===== config.mk =====
export PLATFORM = sky130hd
export DESIGN_NAME = fetch_unit
export DESIGN_NICKNAME = d
export VERILOG_FILES = /design/src/rtl/fetch_pkg.sv /design/src/rtl/fetch_next_pc.sv /design/src/rtl/fetch_unit.sv
export SDC_FILE = /design/constraint.sdc
export NUM_CORES = 1
export LEC_CHECK = 0
export ABC_AREA = 1
export BUFFER_PORTS_ARGS = -buffer_cell sky130_fd_sc_hd__buf_2
export CELL_PAD_IN_SITES_DETAIL_PLACEMENT = 1
export CELL_PAD_IN_SITES_GLOBAL_PLACEMENT = 1
export CORE_MARGIN = 5
export CORE_UTILIZATION = 33
export CTS_CLUSTER_DIAMETER = 50
export DETAILED_ROUTE_END_ITERATION = 16
export PLACE_DENSITY = 0.8
export SYNTH_ARGS = -nofsm -noshare
export SYNTH_HDL_FRONTEND = slang
export SYNTH_SLANG_ARGS = --single-unit

===== constraint.sdc =====
create_clock -name clock -period 1.9 [get_ports clock]
set_clock_uncertainty 0.15 [all_clocks]
set_input_delay 0.38 -clock clock [delete_from_list [all_inputs] [get_ports clock]]
set_output_delay 0.38 -clock clock [all_outputs]
set_load 0.02 [all_outputs]

===== src/rtl/fetch_pkg.sv =====
// Shared constants and FSM state type for the instruction fetch unit.
package fetch_pkg;

  localparam int unsigned FETCH_NBITS    = 8;
  localparam int unsigned FETCH_IWIDTH   = 32;
  localparam int unsigned FETCH_RESET_PC = 0;
  localparam int unsigned LINK_OFFSET    = 4;

  typedef enum logic [1:0] {
    ST_IDLE,
    ST_FETCH,
    ST_HOLD,
    ST_DISCARD
  } fetch_state_e;

endpackage


===== src/rtl/fetch_next_pc.sv =====
// Combinational next-PC selection: jalr target, pc-relative branch, or fall-through.
module fetch_next_pc
  import fetch_pkg::*;
#(
  parameter int unsigned NBITS = FETCH_NBITS
) (
  input  logic [NBITS-1:0] i_pc,
  input  logic [NBITS-1:0] i_imm,
  input  logic [NBITS-1:0] i_pcreg,
  input  logic             i_branch,
  input  logic             i_jalr,
  output logic [NBITS-1:0] o_next_pc,
  output logic [NBITS-1:0] o_link
);

  localparam logic [NBITS-1:0] W_LINK = NBITS'(LINK_OFFSET);

  logic [NBITS-1:0] w_jalr_sum;
  logic [NBITS-1:0] w_jalr_target;
  logic [NBITS-1:0] w_branch_target;

  // IMM already spans NBITS, so two's-complement wrap gives signed offsets for free.
  always_comb begin
    w_jalr_sum      = i_pcreg + i_imm;
    w_jalr_target   = {w_jalr_sum[NBITS-1:2], 2'b00};
    w_branch_target = i_pc + i_imm;
    o_link          = i_pc + W_LINK;
    if (i_jalr) begin
      o_next_pc = w_jalr_target;
    end else if (i_branch) begin
      o_next_pc = w_branch_target;
    end else begin
      o_next_pc = o_link;
    end
  end

endmodule


===== src/rtl/fetch_unit.sv =====
// Instruction fetch FSM: requests words from instruction memory, presents them
// to the controller, and redirects on branch, jalr or flush.
module fetch_unit
  import fetch_pkg::*;
#(
  parameter int unsigned NBITS    = FETCH_NBITS,
  parameter int unsigned IWIDTH   = FETCH_IWIDTH,
  parameter int unsigned RESET_PC = FETCH_RESET_PC
) (
  input  logic              clock,
  input  logic              reset,
  output logic              imem_req,
  output logic [NBITS-3:0]  imem_addr,
  input  logic              imem_ack,
  input  logic [IWIDTH-1:0] imem_rdata,
  output logic [IWIDTH-1:0] instr,
  output logic              instr_valid,
  input  logic              instr_ready,
  output logic [NBITS-1:0]  pc,
  output logic [NBITS-1:0]  pclink,
  input  logic              branch,
  input  logic              jalr,
  input  logic [NBITS-1:0]  IMM,
  input  logic [NBITS-1:0]  PCReg,
  input  logic              flush,
  input  logic [NBITS-1:0]  flush_pc,
  output logic [15:0]       retired
);

  localparam logic [NBITS-1:0] W_RESET_PC = NBITS'(RESET_PC);

  fetch_state_e      r_state;
  logic [NBITS-1:0]  r_pc;
  logic [NBITS-3:0]  r_addr;
  logic [IWIDTH-1:0] r_instr;
  logic              r_valid;
  logic              r_req;
  logic [15:0]       r_retired;

  logic [NBITS-1:0]  w_next_pc;
  logic [NBITS-1:0]  w_link;

  fetch_next_pc #(
    .NBITS (NBITS)
  ) u_next_pc (
    .i_pc      (r_pc),
    .i_imm     (IMM),
    .i_pcreg   (PCReg),
    .i_branch  (branch),
    .i_jalr    (jalr),
    .o_next_pc (w_next_pc),
    .o_link    (w_link)
  );

  // r_addr is kept apart from r_pc so a flushed request can finish on its
  // original address while r_pc already holds the restart point.
  always_ff @(posedge clock or negedge reset) begin
    if (!reset) begin
      r_state   <= ST_IDLE;
      r_pc      <= W_RESET_PC;
      r_addr    <= W_RESET_PC[NBITS-1:2];
      r_instr   <= '0;
      r_valid   <= 1'b0;
      r_req     <= 1'b0;
      r_retired <= '0;
    end else begin
      case (r_state)
        ST_IDLE: begin
          r_state <= ST_FETCH;
          r_req   <= 1'b1;
          if (flush) begin
            r_pc   <= flush_pc;
            r_addr <= flush_pc[NBITS-1:2];
          end else begin
            r_addr <= r_pc[NBITS-1:2];
          end
        end
        ST_FETCH: begin
          if (flush) begin
            r_pc <= flush_pc;
            if (imem_ack) begin
              r_addr <= flush_pc[NBITS-1:2];
            end else begin
              r_state <= ST_DISCARD;
            end
          end else if (imem_ack) begin
            r_instr <= imem_rdata;
            r_valid <= 1'b1;
            r_req   <= 1'b0;
            r_state <= ST_HOLD;
          end
        end
        ST_HOLD: begin
          if (flush) begin
            r_valid <= 1'b0;
            r_pc    <= flush_pc;
            r_addr  <= flush_pc[NBITS-1:2];
            r_req   <= 1'b1;
            r_state <= ST_FETCH;
          end else if (instr_ready) begin
            r_valid   <= 1'b0;
            r_retired <= r_retired + 16'd1;
            r_pc      <= w_next_pc;
            r_addr    <= w_next_pc[NBITS-1:2];
            r_req     <= 1'b1;
            r_state   <= ST_FETCH;
          end
        end
        ST_DISCARD: begin
          if (flush) begin
            r_pc <= flush_pc;
          end
          if (imem_ack) begin
            r_state <= ST_FETCH;
            r_addr  <= flush ? flush_pc[NBITS-1:2] : r_pc[NBITS-1:2];
          end
        end
        default: begin
          r_state <= ST_IDLE;
          r_req   <= 1'b0;
          r_valid <= 1'b0;
        end
      endcase
    end
  end

  always_comb begin
    imem_req    = r_req;
    imem_addr   = r_addr;
    instr       = r_instr;
    instr_valid = r_valid;
    pc          = r_pc;
    pclink      = w_link;
    retired     = r_retired;
  end

endmodule


# Word level (Yosys, flattened, before mapping)

Cells that the tools add are included.

Word-level logic and storage cells: 64
Flip-flop bits (word level): 66
Bits of input ports: 63

Bitwise gates (word level): 1
Multiplexer cells: 30
Eq/ne operators: 11
Reduce and logical (&&, ||, !) cells: 11
Add/subtract/negate cells: 4

Operator list:

| kind                                                 | count |
|---|---|
| two-way mux 8 bit                                    | 5 |
| two-way mux 6 bit                                    | 6 |
| case mux 6 bit (4 select lines)                      | 1 |
| adder 16 x 1 -> 16 bit (second input constant)       | 1 |
| adder 8 bit                                          | 2 |
| case mux 8 bit (2 select lines)                      | 1 |
| AND reduction 4 bit                                  | 4 |
| two-way mux 2 bit                                    | 6 |
| != test 3 bit (second input constant)                | 3 |
| adder 8 x 3 -> 8 bit (second input constant)         | 1 |
| two-way mux 1 bit                                    | 8 |
| != test 2 bit (second input constant)                | 4 |
| case mux 2 bit (4 select lines)                      | 1 |
| AND reduction 3 bit                                  | 2 |
| equality test 2 bit (second input constant)          | 2 |
| case mux 1 bit (3 select lines)                      | 1 |
| nonzero test 3 bit                                   | 1 |
| OR reduction 3 bit                                   | 1 |
| equality test 2 x 1 -> 1 bit (second input constant) | 1 |
| logical NOT 2 bit                                    | 1 |
| != test 2 x 1 -> 1 bit (second input constant)       | 1 |
| case mux 1 bit (2 select lines)                      | 1 |
| AND reduction 2 bit                                  | 1 |
| nonzero test 2 bit                                   | 1 |
| inverter 1 bit                                       | 1 |

# Longest topological paths before layout

Depth after elaboration: 6
Mapped depth: 16
Depth with buffers taken out: 16

# Hierarchy

From an unflattened synthesis, not the netlist that was laid out.

Cell total of the unflattened synthesis: 480
Area, all modules: 4010.1 um^2

Modules (own cells, without submodules):

| module        | area each (um^2) | seq. area each (um^2) | instances | cells an instance |
|---|---|---|---|---|
| fetch_unit    | 3098.0           | 1651.6                | 1         | 310 |
| fetch_next_pc | 912.1            | 0.0                   | 1         | 170 |

# Worst setup path after synthesis

Ideal clock, no wire load.

Kind: flip-flop to flip-flop
Start: register r_pc[0] (netlist: pc[0])
End: register r_pc[6] (netlist: pc[6])
Required time: 1.633 ns
Cell stages (with the launch flop): 16
Data arrival time: 1.797 ns
Slack: -0.164 ns
Library setup time: 0.117 ns
Cells stage by stage: dfrtp_1 -> ha_1 -> inv_1 -> fa_1 -> inv_1 -> nand2_1 -> nand2_1 -> nand3_1 -> nand3_1 -> nand3_1 -> nand3_1 -> nand2_1 -> nand2_1 -> nand2_1 -> nand2_1 -> nand2_1

Cells in the longest elaborated chain, start to end: 6
Elaborated cells between the ends (all ways): 7
Those cells by class: 2 x add/sub; 5 x mux

Ends and longest elaborated chain:

| element                                             | line                                     | source |
|---|---|---|
| from (decl)                                         | fetch_unit.sv:33                         | `logic [NBITS-1:0] r_pc;` |
| from (signal assigned)                              | fetch_unit.sv:72                         | `r_pc <= flush_pc;` |
| from (signal assigned)                              | fetch_unit.sv:80                         | `r_pc <= flush_pc;` |
| from (signal assigned)                              | fetch_unit.sv:96                         | `r_pc <= flush_pc;` |
| adder 8 x 3 -> 8 bit or adder 8 bit (tied branches) | fetch_next_pc.sv:27, fetch_next_pc.sv:26 |  |
| two-way mux 8 bit *                                 | fetch_next_pc.sv:30                      | `end else if (i_branch) begin` |
| two-way mux 8 bit *                                 | fetch_next_pc.sv:28                      | `if (i_jalr) begin` |
| two-way mux 8 bit *                                 | fetch_unit.sv:100                        | `end else if (instr_ready) begin` |
| two-way mux 8 bit *                                 | fetch_unit.sv:94                         | `if (flush) begin` |
| case mux 8 bit (2 select lines) *                   | fetch_unit.sv:67                         | `case (r_state)` |

Mark *: on every way between the ends. The rest lies on a longest branch, timed or not. The select of a mux whose other input is x is not followed.
A chain may end at the register's enable or synchronous reset.

# Worst setup path in the final report

Start: register r_pc[2] (netlist: pc[2])
End: output port pclink[6]

Cells in the longest elaborated chain, start to end: 1

Ends and longest elaborated chain:

| element              | line                | source |
|---|---|---|
| adder 8 x 3 -> 8 bit | fetch_next_pc.sv:27 | `o_link = i_pc + W_LINK;` |
| to (decl)            | fetch_unit.sv:20    | `output logic [NBITS-1:0] pclink,` |

Every way passes these cells.

==> results.json <==
{
  "dp_hpwl_um": 10500,
  "cts_root_buf": "clkbuf_16",
  "clockBufferDepth": 2,
  "synth_common_cells": "nand2_1 (137), dfrtp_1 (66), inv_1 (47)",
  "die_h_um": 119,
  "synth.distinct_cells": 39,
  "synth_ff_type": "dfrtp_1",
  "cpMostUsedCell": "buf_6",
  "total_leakage_power_nw": 3.09,
  "rsz0062_at_grt": "yes",
  "syn-num-nets": 534,
  "critPathSlowestCell": "dfrtp_1",
  "post-route-min-period_ns": 2.09,
  "dp.cells": 760,
  "track_usage_pct": 19.3,
  "start_kind": "flip-flop",
  "crit_type": "flip-flop to output pin",
  "start_util_pct": 33.9,
  "grt_max_degree": 38,
  "pre_cts_slack_ns": -0.241,
  "setup_slack_ns": -0.189,
  "numCtsBuffers": 9,
  "grt_pass1_wl_um": 22000,
  "drc": 0,
  "ios": 135,
  "seq_area_um2": 1660,
  "drt-pass1-iter-count": 4,
  "highest_layer": "met4",
  "cts_tree": "built",
  "synth_top_cell_by_area": "dfrtp_1",
  "drive_gt1_share_pct": 47.2,
  "netlist_instances": 452,
  "holdWs_ns": 0.130,
  "htreeDepth": 3,
  "multi_input_area_um2": 2240,
  "syn_avg_cell_area_um2": 8.60,
  "fp.coreArea_um2": 11500,
  "tns_ns": -0.931,
  "vias": 3926,
  "routabilityCongestion": 0.863,
  "final_nets": 729,
  "critPathRequiredTime_ns": 1.37,
  "min_period_over_period_pct": 110,
  "p_per_area_nw_per_um2": 1470,
  "synth_edf_count": 0,
  "antenna_found_initial": 0,
  "ys.warnings.count": 0,
  "ant_nets": 0,
  "p_total_mw": 8.58,
  "gr-total-overflow": 0,
  "die_x_um": 119,
  "relSlewSlack_pct": 66.6,
  "arrival_ns": 1.56,
  "status": "finished, violations left",
  "synth-seq-cells": 66,
  "area_growth_pct": 50.2,
  "die_area_um2": 14000,
  "avgViaCountPerCell": 4.94,
  "numPortBuffers": 134,
  "wl_per_cell_um": 17.8,
  "wl_um": 14200,
  "end_kind": "output pin",
  "clkLatencyLatePin_ns": 0.33,
  "fmax_mhz": 479,
  "synth_top_area_share_pct": 42.5,
  "first_global_vias": 4421,
  "synth-async-reset-ratio_pct": 100,
  "drv_cap": 0,
  "clkTransAtPathRegs_ns": 0.06,
  "ir_drop_v": 0.000977,
  "yosys-top-cells-area": "dfrtp_1 (42%), nand2_1 (13%), mux2_2 (9.3%)",
  "maxSlewViolCount": 0,
  "crit_fanout": 3,
  "wl_met3_um": 1210,
  "fin_cells": 795,
  "yosysSeqAreaShare_pct": 42.5,
  "fp-row-count": 39,
  "cp_cell_sequence": "buf_6 -> ha_4 -> nand3_4 -> xor2_2 -> inv_1 -> buf_6",
  "synth_most_common_cell": "nand2_1",
  "initialDrtViolationCount": 141,
  "slowest_delay_ns": 0.43,
  "diodes": 0,
  "setup_viol": 15,
  "holdCritPathClass": "input pin to flip-flop",
  "violations": "negative setup slack",
  "cts_sinks": 66,
  "n_fill_cell": 1348,
  "timing_hold_violations_final": 0,
  "drt-met1-wl_um": 5160,
  "tightest_slew_ns": 0.499,
  "met2WireLength_um": 7610,
  "syn_area_um2": 3890
}
## where the power goes
group          switching (mW)  total (mW)  internal (mW)
clock                   0.684        1.86           1.17
combinational            2.57        4.43           1.86
sequential              0.347        2.29           1.94
total                    3.61        8.58           4.97
## cell type report
cell class	count	area share (%)
Clock buffer	9	3.86
Clock inverter	7	1.80
Inverter	52	3.52
Multi-Input combinational cell	325	38.3
Sequential cell	66	28.4
Tap cell	143	3.07
Timing Repair Buffer	193	21.1
## kinds of logic (layout without fill, tap and decap cells)
kind of cell | Yosys count | in the layout | share of synthesized area [%]
buffers and inverters | 61 | 261 | 6.50
AO/OA/AOI/OAI | 50 | 50 | 7.21
flip-flops | 66 | 66 | 42.5
multiplexers | 32 | 32 | 9.27
adder cells (fa/ha/maj) | 19 | 19 | 6.31
XOR/XNOR | 20 | 20 | 4.51
AND/OR/NAND/NOR | 204 | 204 | 23.7
## state kept, by name (all words and copies together) (netlist names)
name and cells:
imem_addr 6, imem_req 1, instr 32, instr_valid 1, pc 8, r_state 2
retired 16
## critical path, delay by kind of cell, from the launching register on
kind	cells	cell delay [ns]
fa+ha+maj	1	0.18
xor+xnor	1	0.20
flops	1	0.43
buf+inv	3	0.37
simple gates	1	0.07
## path summary, 6_finish.rpt
kind | start | to | slack [ns] | depth (start not counted)
worst max-delay path | pc[2] | pclink[6] | -0.19 | 6
worst min-delay path | imem_rdata[15] | instr[15] | 0.13 | 2
worst max register to register | pc[2] | imem_addr[4] | -0.12 | 15
worst min register to register | imem_addr[1] | imem_addr[1] | 0.33 | 2
max in group asynchronous | reset | pc[3] | 0.81 | 3
min in group asynchronous | reset | imem_req | 0.32 | 2
## cell usage in the layout (no fill, tap or decap), drive strengths merged, types with 2 or more instances in the layout
cell	count
inv	55
xnor2	5
nand4	3
ha	18
buf	191
nor3	3
bufinv	2
a31oi	3
or2	2
clkbuf	10
nand3b	2
xor2	15
dfrtp	66
a21oi	26
nand2	140
mux2	32
nand3	29
nor2	25
o21ai	17
## per-layer routing
| layer | vias up | GRT usage, % |
|---|---|---|
| li1 | 1848 | - |
| met5 | - | 0 |
| met1 | 1935 | 21.2 |
| met4 | 0 | 3.76 |
| met2 | 125 | 35.1 |
| met3 | 18 | 8.02 |
## repair_timing
item                                   in CTS  in global routing
cloned                                      1                  1
buffers inserted                            9                  7
gates resized for setup                    25                 44
setup endpoints to repair                  49                 46
endpoints found under the hold margin       7                  0
pin swaps                                  18                 12
hold buffers                                1                  0
## metrics by stage
stage               util, %  instance area [um^2]
floorplan                 -                  3920
global placement       43.9                  5040
detailed placement     43.9                  5040
CTS                    48.5                  5560
global route           50.9                  5840
finish                 50.9                  5840
Power figures use the tool's default switching activity.
